$ cat config.mk
export PLATFORM = sky130hd
export DESIGN_NAME = uart_rx
export DESIGN_NICKNAME = d
export VERILOG_FILES = /design/src/rtl/uart_rx.sv
export SDC_FILE = /design/constraint.sdc
export NUM_CORES = 1
export LEC_CHECK = 0
export BUFFER_PORTS_ARGS = -buffer_cell sky130_fd_sc_hd__buf_2
export CAP_MARGIN = 15
export CORE_MARGIN = 2
export CORE_UTILIZATION = 58
export DETAILED_ROUTE_END_ITERATION = 12
export PLACE_DENSITY = 0.87
export SKIP_LAST_GASP = 1
export SLEW_MARGIN = 20
export SYNTH_ARGS = -nofsm -noshare
export SYNTH_HDL_FRONTEND = slang
export SYNTH_SLANG_ARGS = --single-unit
$ cat constraint.sdc
create_clock -name clk -period 3 [get_ports clk]
set_input_delay 0.6 -clock clk [delete_from_list [all_inputs] [get_ports clk]]
set_output_delay 0.6 -clock clk [all_outputs]
set_load 0.1 [all_outputs]
$ cat src/rtl/uart_rx.sv
// uart_rx: 16x-oversampled UART receiver, 5-8 data bits, none/even/odd parity, 1/1.5/2 stop bits.
module uart_rx #(
    parameter int OVERSAMPLE = 16
) (
    input  logic       clk,
    input  logic       reset,
    input  logic       rx,
    input  logic       s_tick,
    input  logic [2:0] dbit_select_i,
    input  logic [1:0] sbit_select_i,
    input  logic [1:0] parity_select_i,
    output logic [7:0] rx_dout,
    output logic       rx_done_tick,
    output logic       parity_err,
    output logic       frame_err
);
    typedef enum logic [2:0] {IDLE, START, DATA, PARITY, STOP} state_t;

    localparam logic [4:0] HALF  = 5'(OVERSAMPLE / 2 - 1);
    localparam logic [4:0] LAST  = 5'(OVERSAMPLE - 1);
    localparam logic [4:0] LAST3 = 5'(OVERSAMPLE * 3 / 2 - 1);
    localparam logic [4:0] LAST4 = 5'(OVERSAMPLE * 2 - 1);

    state_t     r_state, w_next;
    logic       r_rx_m, r_rx_s;
    logic [4:0] r_tick;
    logic [2:0] r_bit;
    logic [7:0] r_sh;
    logic [3:0] r_nb;
    logic [1:0] r_sbit, r_par;
    logic       r_px, r_perr, r_ferr, r_armed;
    logic       w_tick_last, w_stop_low, w_clr;
    logic [4:0] w_stop_last;

    assign w_tick_last = s_tick && r_tick == LAST;
    assign w_stop_last = r_sbit == 2'b01 ? LAST3 : r_sbit == 2'b10 ? LAST4 : LAST;
    // stop samples land mid-bit: tick 15, plus tick 31 for two stop bits
    assign w_stop_low  = s_tick && !r_rx_s && (r_tick == LAST || (r_tick == LAST4 && r_sbit == 2'b10));
    assign w_clr       = r_state == IDLE || w_next != r_state || (r_state == DATA && w_tick_last);

    always_comb begin
        w_next = r_state;
        case (r_state)
            IDLE:    if (r_armed && !r_rx_s) w_next = START;
            START:   if (s_tick && r_tick == HALF) w_next = r_rx_s ? IDLE : DATA;
            DATA:    if (w_tick_last && r_bit == 3'(r_nb - 4'd1)) w_next = ^r_par ? PARITY : STOP;
            PARITY:  if (w_tick_last) w_next = STOP;
            STOP:    if (s_tick && r_tick == w_stop_last) w_next = IDLE;
            default: w_next = IDLE;
        endcase
    end

    always_ff @(posedge clk) begin
        if (reset) begin
            r_state      <= IDLE;
            r_rx_m       <= 1'b1;
            r_rx_s       <= 1'b1;
            r_tick       <= 5'd0;
            r_bit        <= 3'd0;
            r_sh         <= 8'd0;
            r_nb         <= 4'd8;
            r_sbit       <= 2'b00;
            r_par        <= 2'b00;
            r_px         <= 1'b0;
            r_perr       <= 1'b0;
            r_ferr       <= 1'b0;
            r_armed      <= 1'b1;
            rx_dout      <= 8'd0;
            rx_done_tick <= 1'b0;
            parity_err   <= 1'b0;
            frame_err    <= 1'b0;
        end else begin
            r_rx_m       <= rx;
            r_rx_s       <= r_rx_m;
            r_state      <= w_next;
            rx_done_tick <= 1'b0;
            r_tick       <= w_clr ? 5'd0 : r_tick + {4'd0, s_tick};
            // config is tracked while idle so the value held is the one present at start detection
            if (r_state == IDLE) begin
                r_armed <= r_armed | r_rx_s;
                r_nb    <= dbit_select_i[2] ? 4'd8 : 4'd5 + {2'b00, dbit_select_i[1:0]};
                r_sbit  <= sbit_select_i;
                r_par   <= parity_select_i;
                r_bit   <= 3'd0;
                r_px    <= 1'b0;
                r_perr  <= 1'b0;
                r_ferr  <= 1'b0;
            end
            if (r_state == DATA && w_tick_last) begin
                r_sh  <= {r_rx_s, r_sh[7:1]};
                r_px  <= r_px ^ r_rx_s;
                r_bit <= r_bit + 3'd1;
            end
            if (r_state == PARITY && w_tick_last) r_perr <= r_px ^ r_rx_s ^ (r_par == 2'b10);
            if (r_state == STOP && w_stop_low) r_ferr <= 1'b1;
            if (r_state == STOP && w_next == IDLE) begin
                rx_done_tick <= 1'b1;
                rx_dout      <= r_sh >> (4'd8 - r_nb);
                parity_err   <= r_perr;
                frame_err    <= r_ferr | w_stop_low;
                r_armed      <= !(r_ferr | w_stop_low);
            end
        end
    end
endmodule

* Word-level counts from Yosys, hierarchy flattened
Index checks and enable logic that the tools add are counted.
** Word-level totals
- Word-level logic and storage cells :: 85
- Flip-flop bits (word level) :: 44
- Output and inout port bits :: 11
- Bits of input ports :: 11
** Cells by class
- Shifts and indexed selects :: 1
- Add/sub/neg operators :: 5
- Reduce and logical (&&, ||, !) cells :: 25
- Multiplexer cells :: 20
- Equal/unequal tests :: 13
- Bitwise operators :: 4
** Operators with widths (number)
- 2-to-1 mux 3 bit :: 8
- one-hot mux 3 bit (5 select lines) :: 1
- logical AND 1 bit :: 12
- 2-to-1 mux 5 bit :: 2
- nonzero test 2 bit :: 4
- >> shifter 8 x 4 -> 8 bit :: 1
- 2-to-1 mux 1 bit :: 7
- equality test 3 x 2 -> 1 bit (second input constant) :: 2
- zero test 3 bit :: 2
- adder 5 x 1 -> 5 bit :: 1
- equality test 5 x 3 -> 1 bit (second input constant) :: 1
- equality test 5 x 4 -> 1 bit (second input constant) :: 1
- equality test 5 bit :: 1
- equality test 5 bit (second input constant) :: 1
- adder 3 x 2 -> 4 bit (first input constant) :: 1
- equality test 2 bit (second input constant) :: 2
- 2-to-1 mux 4 bit :: 1
- subtractor 4 bit (first input constant) :: 1
- adder 3 x 1 -> 3 bit (second input constant) :: 1
- equality test 3 x 1 -> 1 bit (second input constant) :: 1
- equality test 3 bit :: 1
- equality test 3 bit (second input constant) :: 1
- logical OR 1 bit :: 3
- inequality test 3 bit :: 1
- 8 further kinds :: 11

* Depth between registers and ports, before layout
Gate-level depths: netlist of the first run.
- Word-level depth :: 11
- Mapped depth :: 10
- Mapped depth without buffers :: 7

* Worst setup path after synthesis of the first run
OpenSTA, ideal clock, no wires.
- Path type :: reg2reg
- From :: register r_nb[0]
- To :: register rx_dout[0]
- Slack :: 517 ps
- Data arrival time :: 2365 ps
- Stages on the path, launching flop included :: 10
- Buffers on the path :: 3
- Required time :: 2881 ps
- Clock period less this slack :: 2483 ps
- Cells stage by stage :: dfxtp_1 > clkbuf_1 > buf_2 > inv_1 > ha_1 > buf_1 > mux2i_1 > mux2i_1 > mux2_2 > a32o_1
** On the way
- Cells in the longest elaborated chain, start to end :: 7
- Elaborated cells between the ends (all ways) :: 9
- Those cells by class :: add/sub: 2; eq/ne: 1; shift: 1; mux: 2; reduce/logical: 3
** Ends and longest elaborated chain
- start: declaration :: RTL line 29 : logic [3:0] r_nb;
- start signal: assignment :: RTL line 81 : r_nb <= dbit_select_i[2] ? 4'd8 : 4'd5 + {2'b00, dbit_select_i[1:0]};
- subtractor 3 x 1 -> 3 bit :: RTL line 46 : DATA: if (w_tick_last && r_bit == 3'(r_nb - 4'd1)) w_next = ^r_par ? PARITY : STOP;
- equality test 3 bit :: RTL line 46
- logical AND 1 bit :: RTL line 46
- 2-to-1 mux 3 bit :: RTL line 46
- one-hot mux 3 bit (5 select lines) :: RTL line 43 : case (r_state)
- zero test 3 bit :: RTL line 96 : if (r_state == STOP && w_next == IDLE) begin
- logical AND 1 bit :: RTL line 96
- end signal: assignment :: RTL line 98 : rx_dout <= r_sh >> (4'd8 - r_nb);
- end: declaration :: RTL line 12 : output logic [7:0] rx_dout,
Parallel ways exist; a longest one is shown, timed or not.
A chain may end at the register's enable or synchronous reset.

* Worst setup path in the final report of the first run
- From :: register r_nb[1]
- To :: register r_tick[2]
** On the way
- Cells in the longest elaborated chain, start to end :: 9
** Ends and longest elaborated chain
- subtractor 3 x 1 -> 3 bit :: RTL line 46
- equality test 3 bit :: RTL line 46
- logical AND 1 bit :: RTL line 46
- 2-to-1 mux 3 bit :: RTL line 46
- one-hot mux 3 bit (5 select lines) :: RTL line 43
- inequality test 3 bit :: RTL line 39 : assign w_clr = r_state == IDLE || w_next != r_state || (r_state == DATA && w_tick_last);
- logical OR 1 bit (2 in a row) :: RTL line 39
- OR reduction 2 bit (no source line)
- end signal: assignment :: RTL line 77 : r_tick <= w_clr ? 5'd0 : r_tick + {4'd0, s_tick};
- end: declaration :: RTL line 26 : logic [4:0] r_tick;
No other way between the ends.

==> run summary, run 1 <==
### Run status
* status: complete, no violations

### Critical path
* Worst Path Arrival: 2430 ps
* number of buffer and inverter instances along the worst setup path: 1
* largest fanout on the critical path: 12
* standard cell with the maximum stage delay on the critical path: sky130_fd_sc_hd__ha_1
* cell class contributing the biggest share of worst-path delay: adder cells
* Critical Path, Cell by Cell: inv_1 > ha_1 > xor2_1 > nand4_1 > nand2_1 > a2111o_1 > nor3_1
* critical path launch point type: register
* Crit path required time: 3220 ps
* kind of critical path: register to register
* critical path capture point type: register
* stage delay of the slowest cell on the critical path: 550 ps

### Pwr
* PnR Total Power: 1.08 mW
* total power divided by cell area: 447 nW/um^2
* leakage power total: 0.981 nW
* IR drop worst, VDD: 0.000366 V

### Synthesis
* arithmetic-cell share of the synthesized area counting full adders, half adders and majority gates: 5.12%
* warning count from the yosys run: 0
* post-synthesis share of cell area spent on and, or, nand and nor gates: 19.5%
* syn avg cell area: 9.05 um^2
* mapped cell area: 2200 um^2
* ranking of synthesized cells by area: sky130_fd_sc_hd__dfxtp_1, sky130_fd_sc_hd__mux2i_1, sky130_fd_sc_hd__ha_1, sky130_fd_sc_hd__nand2_1, sky130_fd_sc_hd__nor2_1
* mux share of post-synthesis cell area: 10.4%
* dominant combinational cell family by area after synthesis: simple AND/OR/NAND/NOR gates
* cell count after synthesis: 243
* compound-gate portion of the synthesized area: 14.1%
* Synthesized Nets: 263
* most common flop cell mapped by yosys: sky130_fd_sc_hd__dfxtp_1
* area share of xor/xnor cells in the synthesized design: 6.49%
* count of distinct cell types in the synthesized netlist: 48
* post-synthesis sequential area ratio: 40.1%
* synthesized flop and latch total: 44
* number of flops mapped to enable cells by yosys: 0
* top cell type by total area after synthesis: sky130_fd_sc_hd__dfxtp_1
* share of synthesized flip-flops with an asynchronous set or reset: 0%
* top-area cell type share of the netlist area: 40.1%

### Drt
* count of routing violations after the opening detailed-route iteration: 88
* count of nets left with antenna violations after detail routing: 0
* Pre-Repair DR Iteration Count: 4
* detail-routed net length per standard cell: 13.9 um
* post-detailed-route via-to-cell ratio: 5.74
* Via Count: 1778
* Post-route DRC: 0
* detailed-route wire length: 4300 um

### CTS
* number of clock sinks: 44
* clock-pin slew of the registers on the worst-case setup and hold paths: 80 ps
* Num CTS Buffers: 5
* number of post-CTS setup repair buffers: 0
* CTS tree: yes
* hold buffers post-CTS: 0
* maximum count of clock buffers along a single path: 2
* worst skew pair latency: 300 ps
* clock root buffer: sky130_fd_sc_hd__clkbuf_8
* # H-tree levels: 2
* post-cts repair resize count: 0

### Cells and area
* Post-layout nets: 281
* Diodes inserted: 0
* post-synthesis to final-layout area growth: 10.4%
* fraction of final layout cells with drive strength greater than 1: 14.9%
* core occupancy in the finished layout: 66.3%

### STA
* Post-Route Hold Slack: 414 ps
* Final Slew Violations: 0
* final critical path time including I/O delays and setup: 2210 ps
* maximum clock rate: 452 MHz
* setup repair after global routing missed its margin: false
* total negative slack: 0 ps
* tightest slew margin relative to the limit: 57.8%
* number of setup violations in the final report: 0
* Tightest Pin Transition: 627 ps
* crit share post-route: 73.8%
* Final Hold Violating Endpoints: 0
* worst setup margin: 786 ps
* worst clock skew: 7.54 ps

### Global routing
* global-route wire length before repair: 7470 um
* pin count of the biggest net entering global routing: 30
* global-route usage over all layers: 22.7%
* antenna violations before repair: 0
* GRT Residual Overflow: 0
* vias in the first global route: 1636

### Floorplanning
* total die area: 4300 um^2
* FP Rows: 22
* Horiz. Die Dim: 65.6 um
* boundary pin count: 22
* chip height: 65.6 um
* initial cell density of the core: 60.0%
* core area: 3660 um^2

### Run
* Maximum Capacitance Violations: 0

### Min path
* worst min-delay path class: register to register

### Placed design
* pre-CTS setup slack: 806 ps
* Final Wtd Congestion: 0.872
* DPL Wire Length: 3130 um
* number of input and output port buffers inserted: 21

cell usage after synthesis, types with 4 or more instances:
cell and number:
sky130_fd_sc_hd__nand3_1 7, sky130_fd_sc_hd__buf_2 4, sky130_fd_sc_hd__nand4_1 4, sky130_fd_sc_hd__inv_1 11, sky130_fd_sc_hd__a21oi_1 15, sky130_fd_sc_hd__nor2_1 24, sky130_fd_sc_hd__xor2_1 8, sky130_fd_sc_hd__dfxtp_1 44
sky130_fd_sc_hd__o21ai_0 7, sky130_fd_sc_hd__a22o_1 4, sky130_fd_sc_hd__nand2_1 24, sky130_fd_sc_hd__mux2i_1 15, sky130_fd_sc_hd__clkbuf_1 8, sky130_fd_sc_hd__nor3_1 12, sky130_fd_sc_hd__ha_1 9
kinds of logic after synthesis:
family | after synthesis
buf+inv | 24
fa+ha+maj | 9
simple gates | 88
flops | 44
xor+xnor | 13
compound gates | 46
mux | 19
path summary, 6_finish.rpt:
path	startpoint	endpoint	slack, ps	cells past startpoint
min	r_rx_m	r_rx_s	410	1
min reg2reg	r_rx_m	r_rx_s	410	1
max	r_nb[1]	r_tick[2]	790	7
max reg2reg	r_nb[1]	r_tick[2]	790	7
layout make-up:
type                       instances  area [um^2]
fill                             300         1230
multi-input combinational        175         1220
sequential                        44          881
timing repair buffer              24          128
clock buffer                       7         86.3
tap                               48         60.1
inverter                          11         41.3
clock inverter                     1         7.51
layout by cell type, fill, tap and decap left out, types with 4 or more instances in the layout:
| master | Yosys | layout |
|---|---|---|
| sky130_fd_sc_hd__dfxtp_1 | 44 | 44 |
| sky130_fd_sc_hd__nor2_1 | 24 | 24 |
| sky130_fd_sc_hd__nand2_1 | 24 | 24 |
| sky130_fd_sc_hd__buf_2 | 4 | 21 |
| sky130_fd_sc_hd__a21oi_1 | 15 | 15 |
| sky130_fd_sc_hd__mux2i_1 | 15 | 15 |
| sky130_fd_sc_hd__nor3_1 | 12 | 12 |
| sky130_fd_sc_hd__inv_1 | 11 | 11 |
| sky130_fd_sc_hd__ha_1 | 9 | 9 |
| sky130_fd_sc_hd__xor2_1 | 8 | 8 |
| sky130_fd_sc_hd__nand3_1 | 7 | 7 |
| sky130_fd_sc_hd__o21ai_0 | 7 | 7 |
| sky130_fd_sc_hd__clkbuf_8 | 0 | 6 |
| sky130_fd_sc_hd__nand4_1 | 4 | 4 |
| sky130_fd_sc_hd__a22o_1 | 4 | 4 |
layer usage:
layer | track usage, % | wire length (um)
met5 | 0 | 0
met4 | 9.90 | 84
met3 | 5.82 | 263
met2 | 35.3 | 1970
met1 | 29.7 | 1980
sequential cells by signal, indices dropped and copies added (netlist names):
| name | count |
|---|---|
| r_nb | 4 |
| r_rx_m | 1 |
| r_rx_s | 1 |
| rx_dout | 8 |
| r_px | 1 |
| r_par | 2 |
| r_tick | 5 |
| parity_err | 1 |
| rx_done_tick | 1 |
| r_ferr | 1 |
| r_bit | 3 |
| r_armed | 1 |
| r_perr | 1 |
| r_sbit | 2 |
| r_state | 3 |
| r_sh | 8 |
| frame_err | 1 |
worst register-to-register path: stages, from the launching register on:
cell,delay [ps]
sky130_fd_sc_hd__dfxtp_1,410
sky130_fd_sc_hd__inv_1,100
sky130_fd_sc_hd__ha_1,550
sky130_fd_sc_hd__xor2_1,170
sky130_fd_sc_hd__nand4_1,150
sky130_fd_sc_hd__nand2_1,60
sky130_fd_sc_hd__a2111o_1,490
sky130_fd_sc_hd__nor3_1,210
through the flow:
| stage | instance area [um^2] | std cells |
|---|---|---|
| floorplan | 2200 | 243 |
| global placement | 2330 | 302 |
| detailed placement | 2330 | 302 |
| CTS | 2430 | 310 |
| global route | 2430 | 310 |
| finish | 2430 | 310 |
power by group:
part / total [mW] / internal (mW) / switching (mW)
logic: 0.0960 / 0.0410 / 0.0550
registers: 0.602 / 0.592 / 0.00999
clock network: 0.385 / 0.187 / 0.198
No activity file was read; power rests on OpenSTA's default activity.
==> run 2, diff against run 1 <==
- clock period: 3 -> 2.11 ns (I/O delays scaled with it)
==> run summary, run 2 (same netlist as run 1, synthesis figures left out) <==
### Run status
* status: complete, no violations

### Drt
* post-detailed-route via-to-cell ratio: 5.76, +0.41%
* detailed-route wire length: 4650 um, +8.2%
* Via Count: 1814, +2.0%
* Pre-Repair DR Iteration Count: 4, unchanged
* count of nets left with antenna violations after detail routing: 0, unchanged
* Post-route DRC: 0, unchanged
* count of routing violations after the opening detailed-route iteration: 122, +39%
* detail-routed net length per standard cell: 14.8 um, +6.5%

### Global routing
* met2 capacity usage during global routing: 39.4%, +4.1 points
* antenna violations before repair: 0, unchanged
* layer with the highest usage: met2
* global-route usage over all layers: 23.4%, +0.77 points
* met1 Use GR: 30.1%, +0.44 points
* GRT Residual Overflow: 0, unchanged
* vias in the first global route: 1682, +2.8%
* met3 Usage GRT: 6.16%, +0.34 points
* global-route wire length before repair: 7630 um, +2.2%
* pin count of the biggest net entering global routing: 22, -27%

### CTS
* clock root buffer: sky130_fd_sc_hd__clkbuf_8
* worst skew pair latency: 300 ps, about the same
* # H-tree levels: 2, unchanged
* CTS tree: yes
* number of clock sinks: 44, unchanged
* hold buffers post-CTS: 0, unchanged
* maximum count of clock buffers along a single path: 2, unchanged
* Num CTS Buffers: 5, unchanged
* clock-pin slew of the registers on the worst-case setup and hold paths: 80 ps, about the same

### STA
* total negative slack: 0 ps, unchanged
* crit share post-route: 94.2%, +20 points
* Final Hold Violating Endpoints: 0, unchanged
* worst clock skew: 8.59 ps, +1.06 ps
* Final Slew Violations: 0, unchanged
* tightest slew margin relative to the limit: 67.9%, +10 points
* worst setup margin: 122 ps, -664 ps
* Tightest Pin Transition: 485 ps, -142 ps
* Post-Route Hold Slack: 307 ps, -107 ps
* maximum clock rate: 503 MHz, +11%
* final critical path time including I/O delays and setup: 1990 ps, -226 ps
* number of setup violations in the final report: 0, unchanged

### Placed design
* total placed cells including tap cells: 308, +2.0%
* number of input and output port buffers inserted: 21, unchanged
* pre-CTS setup slack: 104 ps, -702 ps
* cell area after placement: 2380 um^2, +1.9%
* DPL Wire Length: 3450 um, +10%
* Final Wtd Congestion: 0.876, +0.44%

### Floorplanning
* FP Rows: 22, unchanged
* chip height: 65.6 um, unchanged
* initial cell density of the core: 60.0%, unchanged
* total die area: 4300 um^2, unchanged
* boundary pin count: 22, unchanged
* Horiz. Die Dim: 65.6 um, unchanged
* core area: 3660 um^2, unchanged

### Critical path
* endpoint of the most critical register-to-register path: rx_dout[0]
* critical path startpoint: r_nb[1]
* standard cell with the maximum stage delay on the critical path: sky130_fd_sc_hd__ha_2
* Critical Path, Cell by Cell: inv_1 > ha_2 > mux2i_1 > mux2i_1 > mux2_2 > a32o_1
* Crit path required time: 2310 ps, -910 ps
* worst-case register-to-register setup slack: 120 ps, -660 ps
* critical path launch point type: register
* kind of critical path: register to register
* Top cell by count, worst path: sky130_fd_sc_hd__mux2i_1
* capture point of the worst path: rx_dout[0]
* R2R cell count: 6, -1
* critical path capture point type: register
* Worst Path Arrival: 2180 ps, -250 ps
* largest fanout on the critical path: 5, -7
* Stages on worst setup path: 6, -1
* reg-to-reg startpoint: r_nb[1]
* number of buffer and inverter instances along the worst setup path: 1, unchanged
* stage delay of the slowest cell on the critical path: 410 ps, -140 ps
* cell class contributing the biggest share of worst-path delay: multiplexers

### Pwr
* total power divided by cell area: 610 nW/um^2, +36%
* Internal Dissipation: 1.13 mW, +38%
* clock share of power: 32.8%, -2.8 points
* relative contribution of combinational cells to total power: 10.0%, +1.1 points
* PnR Total Power: 1.50 mW, +38%
* IR drop worst, VDD: 0.000387 V, +5.9%
* part of the total power dissipated in sequential elements: 57.2%, +1.6 points
* net switching power: 0.364 mW, +38%
* leakage power total: 1.01 nW, +2.6%
* share of total power consumed by net switching: 24.3%, about the same

### Cells and area
* Post-layout nets: 287, +2.1%
* registers with the most flip-flops: r_sh (8), rx_dout (8), r_tick (5)
* most common cell after layout, fill and taps aside: sky130_fd_sc_hd__dfxtp_1
* Diodes inserted: 0, unchanged
* most used cells in the layout excluding fill and tap cells: sky130_fd_sc_hd__dfxtp_1, sky130_fd_sc_hd__nor2_1, sky130_fd_sc_hd__nand2_1, sky130_fd_sc_hd__buf_2
* final standard cell count with taps included and fillers excluded: 315, +1.6%
* core occupancy in the finished layout: 67.1%, +0.85 points
* total non-filler cell area in the finished layout: 2460 um^2, +1.3%
* fraction of final layout cells with drive strength greater than 1: 16.9%, +2.0 points
* post-synthesis to final-layout area growth: 11.8%

### Run
* Maximum Capacitance Violations: 0, unchanged

### Min path
* worst min-delay path class: primary input to register

[run 2: metal layers]
layer / wire length, um / vias up
met4: 10 / 0
met3: 206 / 2
met2: 2260 / 43
li1: - / 910
met1: 2170 / 859
met5: 0 / -
[run 2: final cells by class]
class / instances / area (um^2)
inverter: 11 / 41.3
timing repair buffer: 30 / 173
clock inverter: 1 / 5.00
fill: 304 / 1200
sequential: 44 / 881
tap: 48 / 60.1
clock buffer: 6 / 72.6
multi-input combinational: 175 / 1220
[run 2: how the worst min path moves through the flow]
stage	from	endpoint	slack, ps	cells past startpoint
after global placement	r_rx_m	r_rx_s	390	1
after global routing	rx	r_rx_m	300	2
after CTS	rx	r_rx_m	300	2
after floorplan	r_rx_m	r_rx_s	390	1
after detailed placement	r_rx_m	r_rx_s	400	1
final	rx	r_rx_m	310	2
[run 2: what timing repair did]
action / 4_1_cts / 5_1_grt
hold endpoints to repair: 0 / 0
setup buffers: 0 / 0
gates resized for setup: 0 / 1
setup endpoints to repair: 0 / 2
[run 2: power by group through the flow]
stage	combinational [mW]	clock, mW	sequential [mW]
6_report	0.150	0.491	0.858
5_1_grt	0.165	0.548	0.859
4_1_cts	0.148	0.500	0.857
3_5_place_dp	0.146	0	0.877
3_3_place_gp	0.142	0	0.875
2_1_floorplan	0.109	0	0.870
==> run 3, diff against run 2 <==
- CORE_UTILIZATION: 58 -> 55
- PLACE_DENSITY: 0.87 -> 0.83
==> run summary, run 3 (same netlist as run 1, synthesis figures left out) <==
### STA
* number of setup violations in the final report: 0, unchanged
* tightest slew margin relative to the limit: 67.9%, about the same
* Post-Route Hold Slack: 296 ps, -11.1 ps
* total negative slack: 0 ps, unchanged
* crit share post-route: 93.7%, -0.50 points
* Final Hold Violating Endpoints: 0, unchanged
* worst clock skew: 7.19 ps, -1.40 ps
* setup repair after global routing missed its margin: false
* maximum clock rate: 506 MHz, +0.53%
* Final Slew Violations: 0, unchanged
* Tightest Pin Transition: 485 ps, +0.322 ps
* final critical path time including I/O delays and setup: 1980 ps, -10.5 ps

### Cells and area
* registers with the most flip-flops: r_sh (8), rx_dout (8), r_tick (5)
* most common cell after layout, fill and taps aside: sky130_fd_sc_hd__dfxtp_1
* post-synthesis to final-layout area growth: 15.0%
* most used cells in the layout excluding fill and tap cells: sky130_fd_sc_hd__dfxtp_1, sky130_fd_sc_hd__nor2_1, sky130_fd_sc_hd__nand2_1, sky130_fd_sc_hd__buf_2
* number of fillers in the final layout: 322, +5.9%
* fraction of final layout cells with drive strength greater than 1: 18.5%, +1.6 points
* core occupancy in the finished layout: 67.5%, +0.42 points
* Post-layout nets: 290, +1.0%
* Diodes inserted: 0, unchanged

### Global routing
* vias in the first global route: 1772, +5.4%
* met2 capacity usage during global routing: 38.9%, -0.55 points
* met3 Usage GRT: 5.67%, -0.50 points
* antenna violations before repair: 0, unchanged
* GRT Residual Overflow: 0, unchanged
* met1 Use GR: 30.1%, -0.045 points
* global-route wire length before repair: 8110 um, +6.2%
* layer with the highest usage: met2
* pin count of the biggest net entering global routing: 17, -23%
* global-route usage over all layers: 24.4%, +0.93 points

### CTS
* Num CTS Buffers: 5, unchanged
* clock-pin slew of the registers on the worst-case setup and hold paths: 80 ps, about the same
* # H-tree levels: 2, unchanged
* number of clock sinks: 44, unchanged
* worst skew pair latency: 310 ps, about the same
* CTS tree: yes
* clock root buffer: sky130_fd_sc_hd__clkbuf_8
* maximum count of clock buffers along a single path: 2, unchanged

### Min path
* Hold Crit Depth: 2, unchanged
* worst min-delay path class: primary input to register
* worst-case hold path end point: r_rx_m
* beginning of the worst hold path: rx

### Critical path
* critical path capture point type: register
* kind of critical path: register to register
* largest fanout on the critical path: 5, unchanged
* Worst Path Arrival: 2170 ps, about the same
* number of buffer and inverter instances along the worst setup path: 1, unchanged
* Top cell by count, worst path: sky130_fd_sc_hd__mux2i_1
* stage delay of the slowest cell on the critical path: 410 ps, about the same
* worst-case register-to-register setup slack: 130 ps, about the same
* standard cell with the maximum stage delay on the critical path: sky130_fd_sc_hd__ha_2
* cell class contributing the biggest share of worst-path delay: multiplexers
* Critical Path, Cell by Cell: inv_1 > ha_2 > mux2i_1 > mux2i_1 > mux2_2 > a32o_1
* Crit path required time: 2300 ps, about the same
* endpoint of the most critical register-to-register path: rx_dout[0]
* R2R cell count: 6, unchanged
* critical path launch point type: register
* reg-to-reg startpoint: r_nb[1]

### Drt
* detail-routed net length per standard cell: 15.4 um, +4.3%
* Via Count: 1844, +1.7%
* Post-route DRC: 0, unchanged
* detailed-route wire length: 4910 um, +5.6%
* count of nets left with antenna violations after detail routing: 0, unchanged
* Pre-Repair DR Iteration Count: 5, +1
* count of routing violations after the opening detailed-route iteration: 133, +9.0%
* post-detailed-route via-to-cell ratio: 5.78, +0.38%

### Floorplanning
* total die area: 4520 um^2, +5.1%
* initial cell density of the core: 58.7%, -1.3 points
* core area: 3740 um^2, +2.3%
* FP Rows: 22, unchanged
* Horiz. Die Dim: 67.2 um, +2.5%
* chip height: 67.2 um, +2.5%
* boundary pin count: 22, unchanged

### Pwr
* IR drop worst, VDD: 0.000376 V, -2.9%
* leakage power total: 1.04 nW, +3.6%
* total power divided by cell area: 679 nW/um^2, +11%
* PnR Total Power: 1.72 mW, +15%

### Run
* Maximum Capacitance Violations: 0, unchanged

### Placed design
* DPL Wire Length: 3480 um, +0.90%
* number of input and output port buffers inserted: 21, unchanged
* Final Wtd Congestion: 0.865, -1.3%

### Run status
* status: complete, no violations

run 3: repair_timing:
item / in CTS / in global routing
setup endpoints to repair: 0 / 2
resized for setup: 0 / 1
hold buffers: 0 / 0
setup buffers: 0 / 2
run 3: report_power, final:
group	internal (mW)	switching [mW]	leakage, nW
sequential	0.842	0.0140	0.357
clock	0.418	0.287	0.0645
combinational	0.0695	0.0858	0.622
total	1.33	0.387	1.04
run 3: layout make-up:
class	count	area (um^2)	area share (%)
Clock inverter	1	30.0	1.19
Multi-Input combinational cell	175	1220	48.4
Clock buffer	7	96.3	3.81
Timing Repair Buffer	33	195	7.72
Sequential cell	44	881	34.8
Inverter	11	41.3	1.63
Tap cell	48	60.1	2.38
run 3: per-stage QoR:
step	area, um^2	setup slack (ps)	instances
6_report	2530	133	319
5_1_grt	2530	27.5	319
4_1_cts	2510	76.3	317
3_5_place_dp	2380	122	309
3_3_place_gp	2380	192	309
2_1_floorplan	2210	0.628	243
run 3: routing by layer:
metal / routed length (um) / vias up / share of wire, %
li1: - / 912 / -
met1: 2170 / 865 / 44
met2: 2340 / 49 / 48
met3: 221 / 18 / 4.5
met4: 174 / 0 / 3.5
met5: 0 / - / 0
run 3: how the worst max path moves through the flow:
stage,startpoint,to,cells after the start
2_1_floorplan,r_nb[0],rx_dout[0],9
3_3_place_gp,r_nb[1],r_tick[2],7
3_5_place_dp,r_nb[1],r_tick[3],7
4_1_cts,r_nb[1],r_tick[3],7
5_1_grt,r_nb[1],r_tick[3],7
6_report,r_nb[1],rx_dout[0],6
